File: src/rtl/add_round_key_serial.sv
// Byte-serial AddRoundKey: buffers one round key and one state block, then streams their XOR.
// Define ARK_ROUND_CNT_EN to add the round_num output (completed rounds, 0..NUM_ROUNDS).
module add_round_key_serial #(
   parameter int NBYTES = 16
`ifdef ARK_ROUND_CNT_EN
   ,
   parameter int NUM_ROUNDS = 10
`endif
) (
   input  logic       clk,
   input  logic       rst_n,
   input  logic [7:0] key_in,
   input  logic       enable_key,
   input  logic [7:0] state_in,
   input  logic       enable_state,
   output logic [7:0] dout,
   output logic       enable_out,
   output logic       round_complete,
   output logic       busy
`ifdef ARK_ROUND_CNT_EN
   ,
   output logic [3:0] round_num
`endif
);

   localparam int CW = $clog2(NBYTES + 1);
   localparam int OW = $clog2(NBYTES);
   localparam logic [CW-1:0] FULL = CW'(NBYTES);
   localparam logic [OW-1:0] LAST = OW'(NBYTES - 1);

   typedef enum logic [1:0] {
      S_LOAD = 2'd0,
      S_OUT  = 2'd1,
      S_DONE = 2'd2
   } state_t;

   state_t          r_state;
   state_t          w_state_nxt;
   logic [CW-1:0]   r_kcnt;
   logic [CW-1:0]   w_kcnt_nxt;
   logic [CW-1:0]   r_scnt;
   logic [CW-1:0]   w_scnt_nxt;
   logic [OW-1:0]   r_ocnt;
   logic [OW-1:0]   w_ocnt_nxt;
   logic [7:0]      r_key_mem [NBYTES];
   logic [7:0]      r_st_mem  [NBYTES];
   logic            w_key_we;
   logic            w_st_we;
   logic [7:0]      r_dout;
   logic [7:0]      w_dout_nxt;
   logic            r_enable_out;
   logic            w_enable_out_nxt;
   logic            r_round_complete;
   logic            w_round_complete_nxt;
   logic            r_busy;
   logic            w_busy_nxt;

   // Next-state and next-output logic; all outputs are registered from these values.
   always_comb begin
      w_state_nxt          = r_state;
      w_kcnt_nxt           = r_kcnt;
      w_scnt_nxt           = r_scnt;
      w_ocnt_nxt           = r_ocnt;
      w_key_we             = 1'b0;
      w_st_we              = 1'b0;
      w_dout_nxt           = r_dout;
      w_enable_out_nxt     = 1'b0;
      w_round_complete_nxt = 1'b0;
      case (r_state)
         S_LOAD: begin
            if (enable_key && (r_kcnt < FULL)) begin
               w_key_we   = 1'b1;
               w_kcnt_nxt = r_kcnt + 1'b1;
            end
            if (enable_state && (r_scnt < FULL)) begin
               w_st_we    = 1'b1;
               w_scnt_nxt = r_scnt + 1'b1;
            end
            if ((r_kcnt == FULL) && (r_scnt == FULL)) begin
               w_state_nxt = S_OUT;
               w_ocnt_nxt  = '0;
            end
         end
         S_OUT: begin
            w_dout_nxt       = r_key_mem[r_ocnt] ^ r_st_mem[r_ocnt];
            w_enable_out_nxt = 1'b1;
            w_ocnt_nxt       = r_ocnt + 1'b1;
            if (r_ocnt == LAST) begin
               w_state_nxt = S_DONE;
            end
         end
         S_DONE: begin
            w_round_complete_nxt = 1'b1;
            w_kcnt_nxt           = '0;
            w_scnt_nxt           = '0;
            w_state_nxt          = S_LOAD;
         end
         default: begin
            w_state_nxt = S_LOAD;
            w_kcnt_nxt  = '0;
            w_scnt_nxt  = '0;
            w_ocnt_nxt  = '0;
         end
      endcase
   end

   // busy follows the FSM: registered from the state being entered.
   assign w_busy_nxt = (w_state_nxt != S_LOAD);

   always_ff @(posedge clk) begin
      if (!rst_n) begin
         r_state          <= S_LOAD;
         r_kcnt           <= '0;
         r_scnt           <= '0;
         r_ocnt           <= '0;
         r_dout           <= '0;
         r_enable_out     <= 1'b0;
         r_round_complete <= 1'b0;
         r_busy           <= 1'b0;
      end else begin
         r_state          <= w_state_nxt;
         r_kcnt           <= w_kcnt_nxt;
         r_scnt           <= w_scnt_nxt;
         r_ocnt           <= w_ocnt_nxt;
         r_dout           <= w_dout_nxt;
         r_enable_out     <= w_enable_out_nxt;
         r_round_complete <= w_round_complete_nxt;
         r_busy           <= w_busy_nxt;
      end
   end

   // Buffer contents need no reset; counters decide what is valid.
   always_ff @(posedge clk) begin
      if (w_key_we) begin
         r_key_mem[r_kcnt[OW-1:0]] <= key_in;
      end
      if (w_st_we) begin
         r_st_mem[r_scnt[OW-1:0]] <= state_in;
      end
   end

   assign dout           = r_dout;
   assign enable_out     = r_enable_out;
   assign round_complete = r_round_complete;
   assign busy           = r_busy;

`ifdef ARK_ROUND_CNT_EN
   localparam logic [3:0] LAST_ROUND = 4'(NUM_ROUNDS);

   logic [3:0] r_round_num;

   always_ff @(posedge clk) begin
      if (!rst_n) begin
         r_round_num <= '0;
      end else if (w_round_complete_nxt) begin
         r_round_num <= (r_round_num == LAST_ROUND) ? 4'd0 : r_round_num + 1'b1;
      end
   end

   assign round_num = r_round_num;
`endif

endmodule

File: config.mk
export PLATFORM = sky130hd
export DESIGN_NAME = add_round_key_serial
export DESIGN_NICKNAME = d
export VERILOG_FILES = /design/src/rtl/add_round_key_serial.sv
export SDC_FILE = /design/constraint.sdc
export NUM_CORES = 1
export LEC_CHECK = 0
export CORE_MARGIN = 8
export CORE_UTILIZATION = 44
export DETAILED_ROUTE_END_ITERATION = 16
export PLACE_DENSITY = 0.62
export SLEW_MARGIN = 15
export SYNTH_ARGS = -nofsm -noshare
export SYNTH_HDL_FRONTEND = slang
export SYNTH_SLANG_ARGS = --single-unit
File: constraint.sdc
create_clock -name clk -period 2.62 [get_ports clk]
set_input_delay 0.524 -clock clk [delete_from_list [all_inputs] [get_ports clk]]
set_output_delay 0.524 -clock clk [all_outputs]
set_load 0.005 [all_outputs]
==> impl_metrics.tcl, run 1 <==
set metrics [dict create \
    place_ws_ns 0.337 \
    grt_start_max_net_pins 58 \
    finClkSkew_ns 0.0173 \
    post_cts_resized 0 \
    swShare 0.197 \
    yosysSeqAreaShare 0.741 \
    fp.dieW_um 176 \
    power_density_nw_per_um2 703 \
    relSlewSlack 0.443 \
    drt-pass1-iter-count 5 \
    wirelength_um 25100 \
    worst_setup_path_start_kind "flip-flop" \
    setup_tns_ns 0 \
    clockPowerShare 0.416 \
    fp.dieH_um 176 \
    final_cell_count_no_fill 1055 \
    p_leak_uw 0.00422 \
    hold_violations 0 \
    dieArea_sq_um 30800 \
    n_fill_cell 2079 \
    p_int_uw 7360 \
    first_global_vias 5968 \
    grt_pass1_wl_um 37600 \
    syn_nets 643 \
    synth_ff_type "edfxtp_1" \
    finalInstanceArea_sq_um 13000 \
    rsz0062_at_grt "no" \
    synth_area_sq_um 11200 \
    portBuffers 30 \
    crit_arrival_ns 2.40 \
    drc_errors 0 \
    clk_latency_ns 0.55 \
    syn_area_per_cell_sq_um 18.3 \
    coreArea_sq_um 25100 \
    cts_tree "yes" \
    antenna_found_initial 0 \
    grtUsageTotal 0.164 \
    cts_buffer_depth 3 \
    maxCapViolations 0 \
    cp.required_ns 3.02 \
    gp_congestion 0.861 \
    drt_iter0_markers 604 \
    area_growth_pct 16.4 \
    hpwlAfterDp_um 16700 \
    slew_viol_final 0 \
    cts_buffers 29 \
    clockRootBuffer "clkbuf_16" \
    fmax_mhz 499 \
    critical_path_class "reg2reg" \
    crit_fanout 11 \
    yosys_warnings 0 \
    clock-sinks 287 \
    setup_violations 0 \
    layout.nets 732 \
    synth_seq_cells 287 \
    hp-class "reg2reg" \
    n_antenna_cell 0 \
    placedCellCount 1002 \
    ys_types 40 \
    ant_nets 0 \
    crit_path_end_kind "flip-flop" \
    drt-wirelength-per-cell_um 23.7 \
    initial_core_util 0.446 \
    cts.clk_slew.worst_paths_ns 0.06 \
    viasPerCell 5.41 \
    vias 5704 \
    synth_edf_count 256 \
    ir_worst_vdd_uv 559 \
    grt.overflow.total 0 \
    fin_ws_ns 0.618 \
    p_sw_uw 1810 \
    ctsHtreeMaxLevel 1 \
    combPwrFrac 0.032 \
    dpl_cell_area_sq_um 12200 \
    min_period_over_period 0.764 \
    period_minus_slack_ns 2.00 \
    cts_hold_buf 0 \
    drive_gt1_frac 0.192 \
    post_cts_buffers 0 \
    num_rows 58 \
    syn_inst 614 \
    seqPwrFrac 0.552 \
    outcome "completed" \
    async_flop_share 0 \
    io_pins 31 \
    tightest_slew_ns 0.832 \
]
-- Yosys cell counts (3+ instances only) --
master / instances / area share
mux4_2: 44 / 0.088
nand2b_1: 6 / 0.0033
nor2b_1: 5 / 0.0028
clkbuf_1: 7 / 0.0023
xnor2_1: 40 / 0.031
buf_6: 5 / 0.0050
nor2_1: 53 / 0.018
nand3_1: 6 / 0.0027
nor3_1: 19 / 0.0085
o22ai_1: 3 / 0.0017
xor2_1: 46 / 0.036
o31ai_1: 3 / 0.0020
nand2_1: 18 / 0.0060
inv_1: 5 / 0.0017
edfxtp_1: 256 / 0.69
and2_1: 4 / 0.0022
ha_1: 9 / 0.010
dfxtp_1: 31 / 0.055
o21ai_0: 3 / 0.0013
a21oi_1: 10 / 0.0045
nand4_1: 4 / 0.0022
a22o_1: 3 / 0.0023
o221ai_1: 6 / 0.0047
buf_2: 5 / 0.0022
-- logic make-up after synthesis --
| kind of cell | count (synthesis) | share of synthesized area |
|---|---|---|
| fa+ha+maj | 9 | 0.0100 |
| simple gates | 124 | 0.0521 |
| mux | 45 | 0.0908 |
| buf+inv | 28 | 0.0170 |
| xor+xnor | 86 | 0.0672 |
| compound gates | 35 | 0.0215 |
| flops | 287 | 0.741 |
-- sequential cells by signal (all words and copies together) (netlist names), named ones only --
signal and cells:
r_st_mem 128, r_kcnt 5, dout 8, r_state 2
enable_out 1, round_complete 1, r_scnt 5, r_key_mem 128
busy 1, r_ocnt 4
-- power groups by stage --
stage / sequential [uW] / clock [uW] / combinational [uW]
finish: 5060 / 3820 / 292
detailed placement: 5160 / 0 / 293
floorplan: 5150 / 0 / 110
global placement: 5150 / 0 / 288
CTS: 5060 / 3890 / 295
global route: 5060 / 4070 / 314
-- cell usage in the layout (no fill, tap or decap), drive strengths merged, types with 3 or more instances in the layout --
master           n
a21oi           10
a22o             3
and2             4
buf             51
clkbuf          35
clkdlybuf4s50   30
clkinv          15
dfxtp           31
edfxtp         256
ha               9
inv              6
mux4            45
nand2           18
nand2b           6
nand3            6
nand4            4
nor2            53
nor2b            5
nor3            19
nor3b            3
o21ai            3
o221ai           6
o22ai            3
o31ai            3
xnor2           40
xor2            46
-- cell type report --
cell class	instances	area, sq um	share of cell area
flip-flops and latches	287	8310	0.637
multi-input cells	299	2710	0.208
clock buffers	35	748	0.0574
repair buffers	81	708	0.0543
well taps	330	413	0.0317
clock inverters	18	134	0.0103
inverters	5	18.8	0.00144
-- routing by layer --
layer,track usage,up-vias,wire length (um)
met2,0.260,220,11800
met1,0.227,2905,10900
li1,-,2536,-
met3,0.0277,43,1640
met4,0.0572,0,707
met5,0,-,0
-- worst paths after layout --
kind	endpoint	slack, ns	start	cells past startpoint
max	dout[4]	0.62	flip-flop	4
min	round_complete	0.49	r_state[1]	2
max reg2reg	dout[4]	0.62	flip-flop	4
min reg2reg	round_complete	0.49	r_state[1]	2
-- metrics by stage --
step                hold slack, ns  utilization  total power, uW
floorplan                    0.449            -             5260
global route                 0.509        0.519             9450
CTS                          0.489        0.519             9250
finish                       0.488        0.519             9170
global placement             0.471        0.484             5440
detailed placement           0.481        0.484             5450
-- critical path, cell delays in order (launching register included) --
cell	delay, ns
dfxtp_1	0.77
buf_4	0.28
mux4_2	0.30
a211oi_1	0.39
nor4_1	0.12
Power figures use the tool's default switching activity.
==> run 2, diff against run 1 <==
Clock period 2.62 ns to 2.1 ns, I/O delays scaled along.
==> run 2 against run 1 <==
- register-to-register slack worse by 0.48 ns
- clock skew shrank 0.0080 ns
- critical endpoint unchanged
- sequential power grew 25%
- clock power is 37% higher
- combinational power up 31%
- sequential cell count stayed put
==> impl_metrics.tcl, run 2 (synthesized netlist as in run 1, its figures left out) <==
set metrics [dict create \
    grt.overflow.total 0 \
    period_minus_slack_ns 1.96 \
    post_cts_buffers 0 \
    crit_slowest_cell "mux4_2" \
    ant_nets 0 \
    regToRegSetupSlack_ns 0.14 \
    grt_pass1_wl_um 38500 \
    worst_setup_path_start_kind "flip-flop" \
    wirelength_um 26000 \
    portBuffers 30 \
    viasPerCell 5.41 \
    critPathMaxStageDelay_ns 0.54 \
    fmax_mhz 509 \
    drt-wirelength-per-cell_um 24.2 \
    fp.dieW_um 176 \
    layout.nets 751 \
    grt.busiest_layer "met2" \
    layout_common_cells "edfxtp_1 (256), buf_4 (66), nor2_1 (53)" \
    cts_tree "yes" \
    initial_core_util 0.446 \
    critical_path_class "reg2reg" \
    drt_iter0_markers 570 \
    regArea_sq_um 8310 \
    fp.dieH_um 176 \
    cp.required_ns 2.52 \
    drive_gt1_frac 0.226 \
    slew_viol_final 0 \
    drc_errors 0 \
    finClkSkew_ns 0.00937 \
    met1_usage 0.234 \
    maxCapViolations 0 \
    clk_latency_ns 0.54 \
    grtUsageMet2 0.275 \
    grt_start_max_net_pins 31 \
    antenna_found_initial 0 \
    min_period_over_period 0.935 \
    coreArea_sq_um 25100 \
    n_antenna_cell 0 \
    crit_path_end_kind "flip-flop" \
    final_common_cell "edfxtp_1" \
    outcome "completed" \
    grtUsageTotal 0.168 \
    multi_input_area_sq_um 2720 \
    io_pins 31 \
    rsz0062_at_grt "no" \
    finalInstanceArea_sq_um 13300 \
    clock-sinks 287 \
    setup_violations 0 \
    dieArea_sq_um 30800 \
    post_cts_resized 0 \
    first_global_vias 6024 \
    tightest_slew_ns 0.493 \
    clockRootBuffer "clkbuf_16" \
    gp_congestion 0.814 \
    p_leak_uw 0.00437 \
    crit_fanout 30 \
    cts.clk_slew.worst_paths_ns 0.06 \
    ctsHtreeMaxLevel 1 \
    ir_worst_vdd_uv 557 \
    path_cells "buf_12 -> mux4_2 -> a211oi_1 -> buf_4 -> nor4_1" \
    grtUsageMet3 0.0253 \
    hp-class "reg2reg" \
    cts_buffer_depth 3 \
    cts_buffers 28 \
    area_growth_pct 19.1 \
    vias 5805 \
    n_fill_cell 2026 \
    power_density_nw_per_um2 893 \
    hpwlAfterDp_um 17300 \
    drt-pass1-iter-count 5 \
    relSlewSlack 0.669 \
    dpl_cell_area_sq_um 12300 \
    crit_arrival_ns 2.38 \
    cts_hold_buf 0 \
    hold_violations 0 \
    finalPower_uw 11900 \
    num_rows 58 \
]
-- run 2: metrics by stage --
| stage | hold WS [ns] | std cells | setup slack [ns] | TNS (ns) | utilization |
|---|---|---|---|---|---|
| 2_1_floorplan | 0.449 | 614 | 0.0522 | 0 | - |
| 3_3_place_gp | 0.471 | 1021 | -0.134 | -6.74 | 0.491 |
| 3_5_place_dp | 0.469 | 1021 | -0.166 | -11.42 | 0.491 |
| 4_1_cts | 0.478 | 1073 | 0.0784 | 0 | 0.530 |
| 5_1_grt | 0.510 | 1074 | 0.00634 | 0 | 0.531 |
| 6_report | 0.476 | 1074 | 0.137 | 0 | 0.531 |
-- run 2: cell type report --
class | count | share of cell area
well taps | 330 | 0.0309
clock buffers | 32 | 0.0552
repair buffers | 101 | 0.0681
flip-flops and latches | 287 | 0.623
multi-input cells | 299 | 0.204
clock inverters | 20 | 0.0174
inverters | 5 | 0.00141
-- run 2: power breakdown --
group          switching, uW  internal, uW  leakage [uW]  total (uW)
combinational            240           142       0.00134         382
sequential              28.1          6280       0.00256        6310
clock                   2090          3130      0.000473        5220
-- run 2: critical path: cells and delay by family (launching register included) --
family,cells,cell delay (ns)
buffers and inverters,2,0.42
flip-flops,1,0.34
multiplexers,1,0.54
AO/OA/AOI/OAI,1,0.48
AND/OR/NAND/NOR,1,0.04
-- run 2: path summary, 6_finish.rpt --
path	from	endpoint	cells after the start
hold reg to reg	dout[0]	dout[0]	2
setup / recovery	flip-flop	dout[4]	5
setup reg to reg	flip-flop	dout[4]	5
hold / removal	dout[0]	dout[0]	2
-- run 2: layer usage --
layer,vias to the layer above,part of all wire
li1,2565,-
met1,2984,0.44
met2,218,0.48
met3,38,0.064
met4,0,0.019
met5,-,0
==> run 3, diff against run 2 <==
--- a/config.mk
+++ b/config.mk
@@ -8,4 +8,5 @@
 export CORE_MARGIN = 8
 export CORE_UTILIZATION = 44
+export CTS_CLUSTER_DIAMETER = 60
 export DETAILED_ROUTE_END_ITERATION = 16
 export PLACE_DENSITY = 0.62
==> constraint.sdc (replaced) <==
create_clock -name clk -period 1.95 [get_ports clk]
set_input_delay 0.4875 -clock clk [delete_from_list [all_inputs] [get_ports clk]]
set_output_delay 0.4875 -clock clk [all_outputs]
set_load 0.005 [all_outputs]
==> run 3 against run 2 <==
- final area is 0.16% higher
- routed wire length is 0.82% higher
- hold slack better by 0.016 ns
- clock power is 3% higher
- first-iteration DRC count is 3.2% lower
- sequential cell count stayed put
- critical path depth is 4 lower
- clock-buffer cell count is 7 higher
- combinational power is 10% higher
- sequential power is 7.6% higher
- clock skew is 0.012 ns higher
- critical endpoint is now dout[5]
==> impl_metrics.tcl, run 3 (synthesized netlist as in run 1, its figures left out) <==
set metrics [dict create \
    fp.dieW_um 176 \
    cts_buffer_depth 3 \
    layout_common_cells "edfxtp_1 (256), buf_4 (63), nor2_1 (53)" \
    fmax_mhz 527 \
    relSlewSlack 0.584 \
    m1WireLength_um 11700 \
    slew_viol_final 0 \
    viasPerCell 5.44 \
    initial_core_util 0.446 \
    drt_iter0_markers 552 \
    hpwlAfterDp_um 17600 \
    maxCapViolations 0 \
    drt-pass1-iter-count 5 \
    p_leak_uw 0.00442 \
    worst_setup_path_start_kind "flip-flop" \
    area_growth_pct 19.3 \
    ctsHtreeMaxLevel 1 \
    hp-class "reg2reg" \
    drt-wirelength-per-cell_um 24.4 \
    dr.max_layer_used "met4" \
    place_ws_ns -0.419 \
    cp_top_family "buffers and inverters" \
    drc_errors 0 \
    num_rows 58 \
    crit_path_end_kind "output pin" \
    final_common_cell "edfxtp_1" \
    path_cells "clkdlybuf4s50_1" \
    ant_nets 0 \
    period_minus_slack_ns 1.90 \
    power_density_nw_per_um2 944 \
    coreArea_sq_um 25100 \
    grt.overflow.total 0 \
    finClkSkew_ns 0.0212 \
    wl_met3_um 1880 \
    outcome "completed" \
    n_fill_cell 2020 \
    clockRootBuffer "clkbuf_16" \
    critical_path_class "reg2out" \
    grtUsageTotal 0.173 \
    grt_start_max_net_pins 22 \
    min_period_over_period 0.974 \
    post_cts_buffers 0 \
    cts_tree "yes" \
    clock-sinks 287 \
    setup_violations 0 \
    dieArea_sq_um 30800 \
    drive_gt1_frac 0.234 \
    vias 5842 \
    fin_ws_ns 0.0511 \
    first_global_vias 6085 \
    cts.clk_slew.worst_paths_ns 0.06 \
    crit_fanout 2 \
    crit_buf_inv 1 \
    io_pins 31 \
    ir_worst_vdd_uv 755 \
    wl_met2_um 12200 \
    gp_congestion 0.824 \
    layout.nets 750 \
    critPathMaxStageDelay_ns 0.51 \
    grt_pass1_wl_um 39500 \
    cp.required_ns 1.46 \
    rsz0062_at_grt "no" \
    antenna_found_initial 0 \
    crit_slowest_cell "clkdlybuf4s50_1" \
    wirelength_um 26200 \
    n_antenna_cell 0 \
    hold_violations 0 \
    setup_tns_ns 0 \
    tightest_slew_ns 0.622 \
    dpl_cell_area_sq_um 12400 \
    finalInstanceArea_sq_um 13400 \
    cts_buffers 28 \
    portBuffers 30 \
    crit_arrival_ns 1.41 \
    fp.dieH_um 176 \
    clk_latency_ns 0.55 \
]
==> run 3: per-stage QoR <==
step	utilization	power, uW	cells	hold WS [ns]
floorplan	-	7070	614	0.449
global placement	0.493	7330	1021	0.474
detailed placement	0.493	7340	1021	0.480
CTS	0.531	12700	1073	0.492
global route	0.532	13000	1073	0.514
finish	0.532	12600	1073	0.491
==> run 3: area by class of cell <==
| cell class | instances | area (sq um) | share of cell area |
|---|---|---|---|
| multi-input combinational | 299 | 2770 | 0.207 |
| clock buffer | 39 | 752 | 0.0563 |
| sequential | 287 | 8320 | 0.623 |
| clock inverter | 13 | 175 | 0.0131 |
| inverter | 5 | 18.8 | 0.00140 |
| timing repair buffer | 100 | 917 | 0.0686 |
| tap | 330 | 413 | 0.0309 |
==> run 3: final timing paths <==
kind,startpoint,end,slack (ns),cells past startpoint
worst min register to register,dout[2],dout[2],0.49,2
worst max-delay path,dout[5],dout[5],0.05,1
worst min-delay path,dout[2],dout[2],0.49,2
worst max register to register,flip-flop,dout[0],0.07,5
==> run 3: timing repair <==
| item | in CTS | in global routing |
|---|---|---|
| gates resized for setup | 5 | 10 |
| pin swaps | 0 | 1 |
| hold buffers | 0 | 0 |
| setup endpoints to repair | 6 | 15 |
==> run 3: where the power goes <==
| part | switching [uW] | total (uW) | internal [uW] |
|---|---|---|---|
| clock | 2180 | 5400 | 3220 |
| combinational | 266 | 422 | 156 |
| sequential | 31.2 | 6790 | 6760 |
| total | 2480 | 12600 | 10100 |
==> run 3: layer usage <==
layer	vias up	track usage
li1	2565	-
met1	2995	0.244
met2	247	0.270
met3	35	0.0363
met4	0	0.0427
met5	-	0
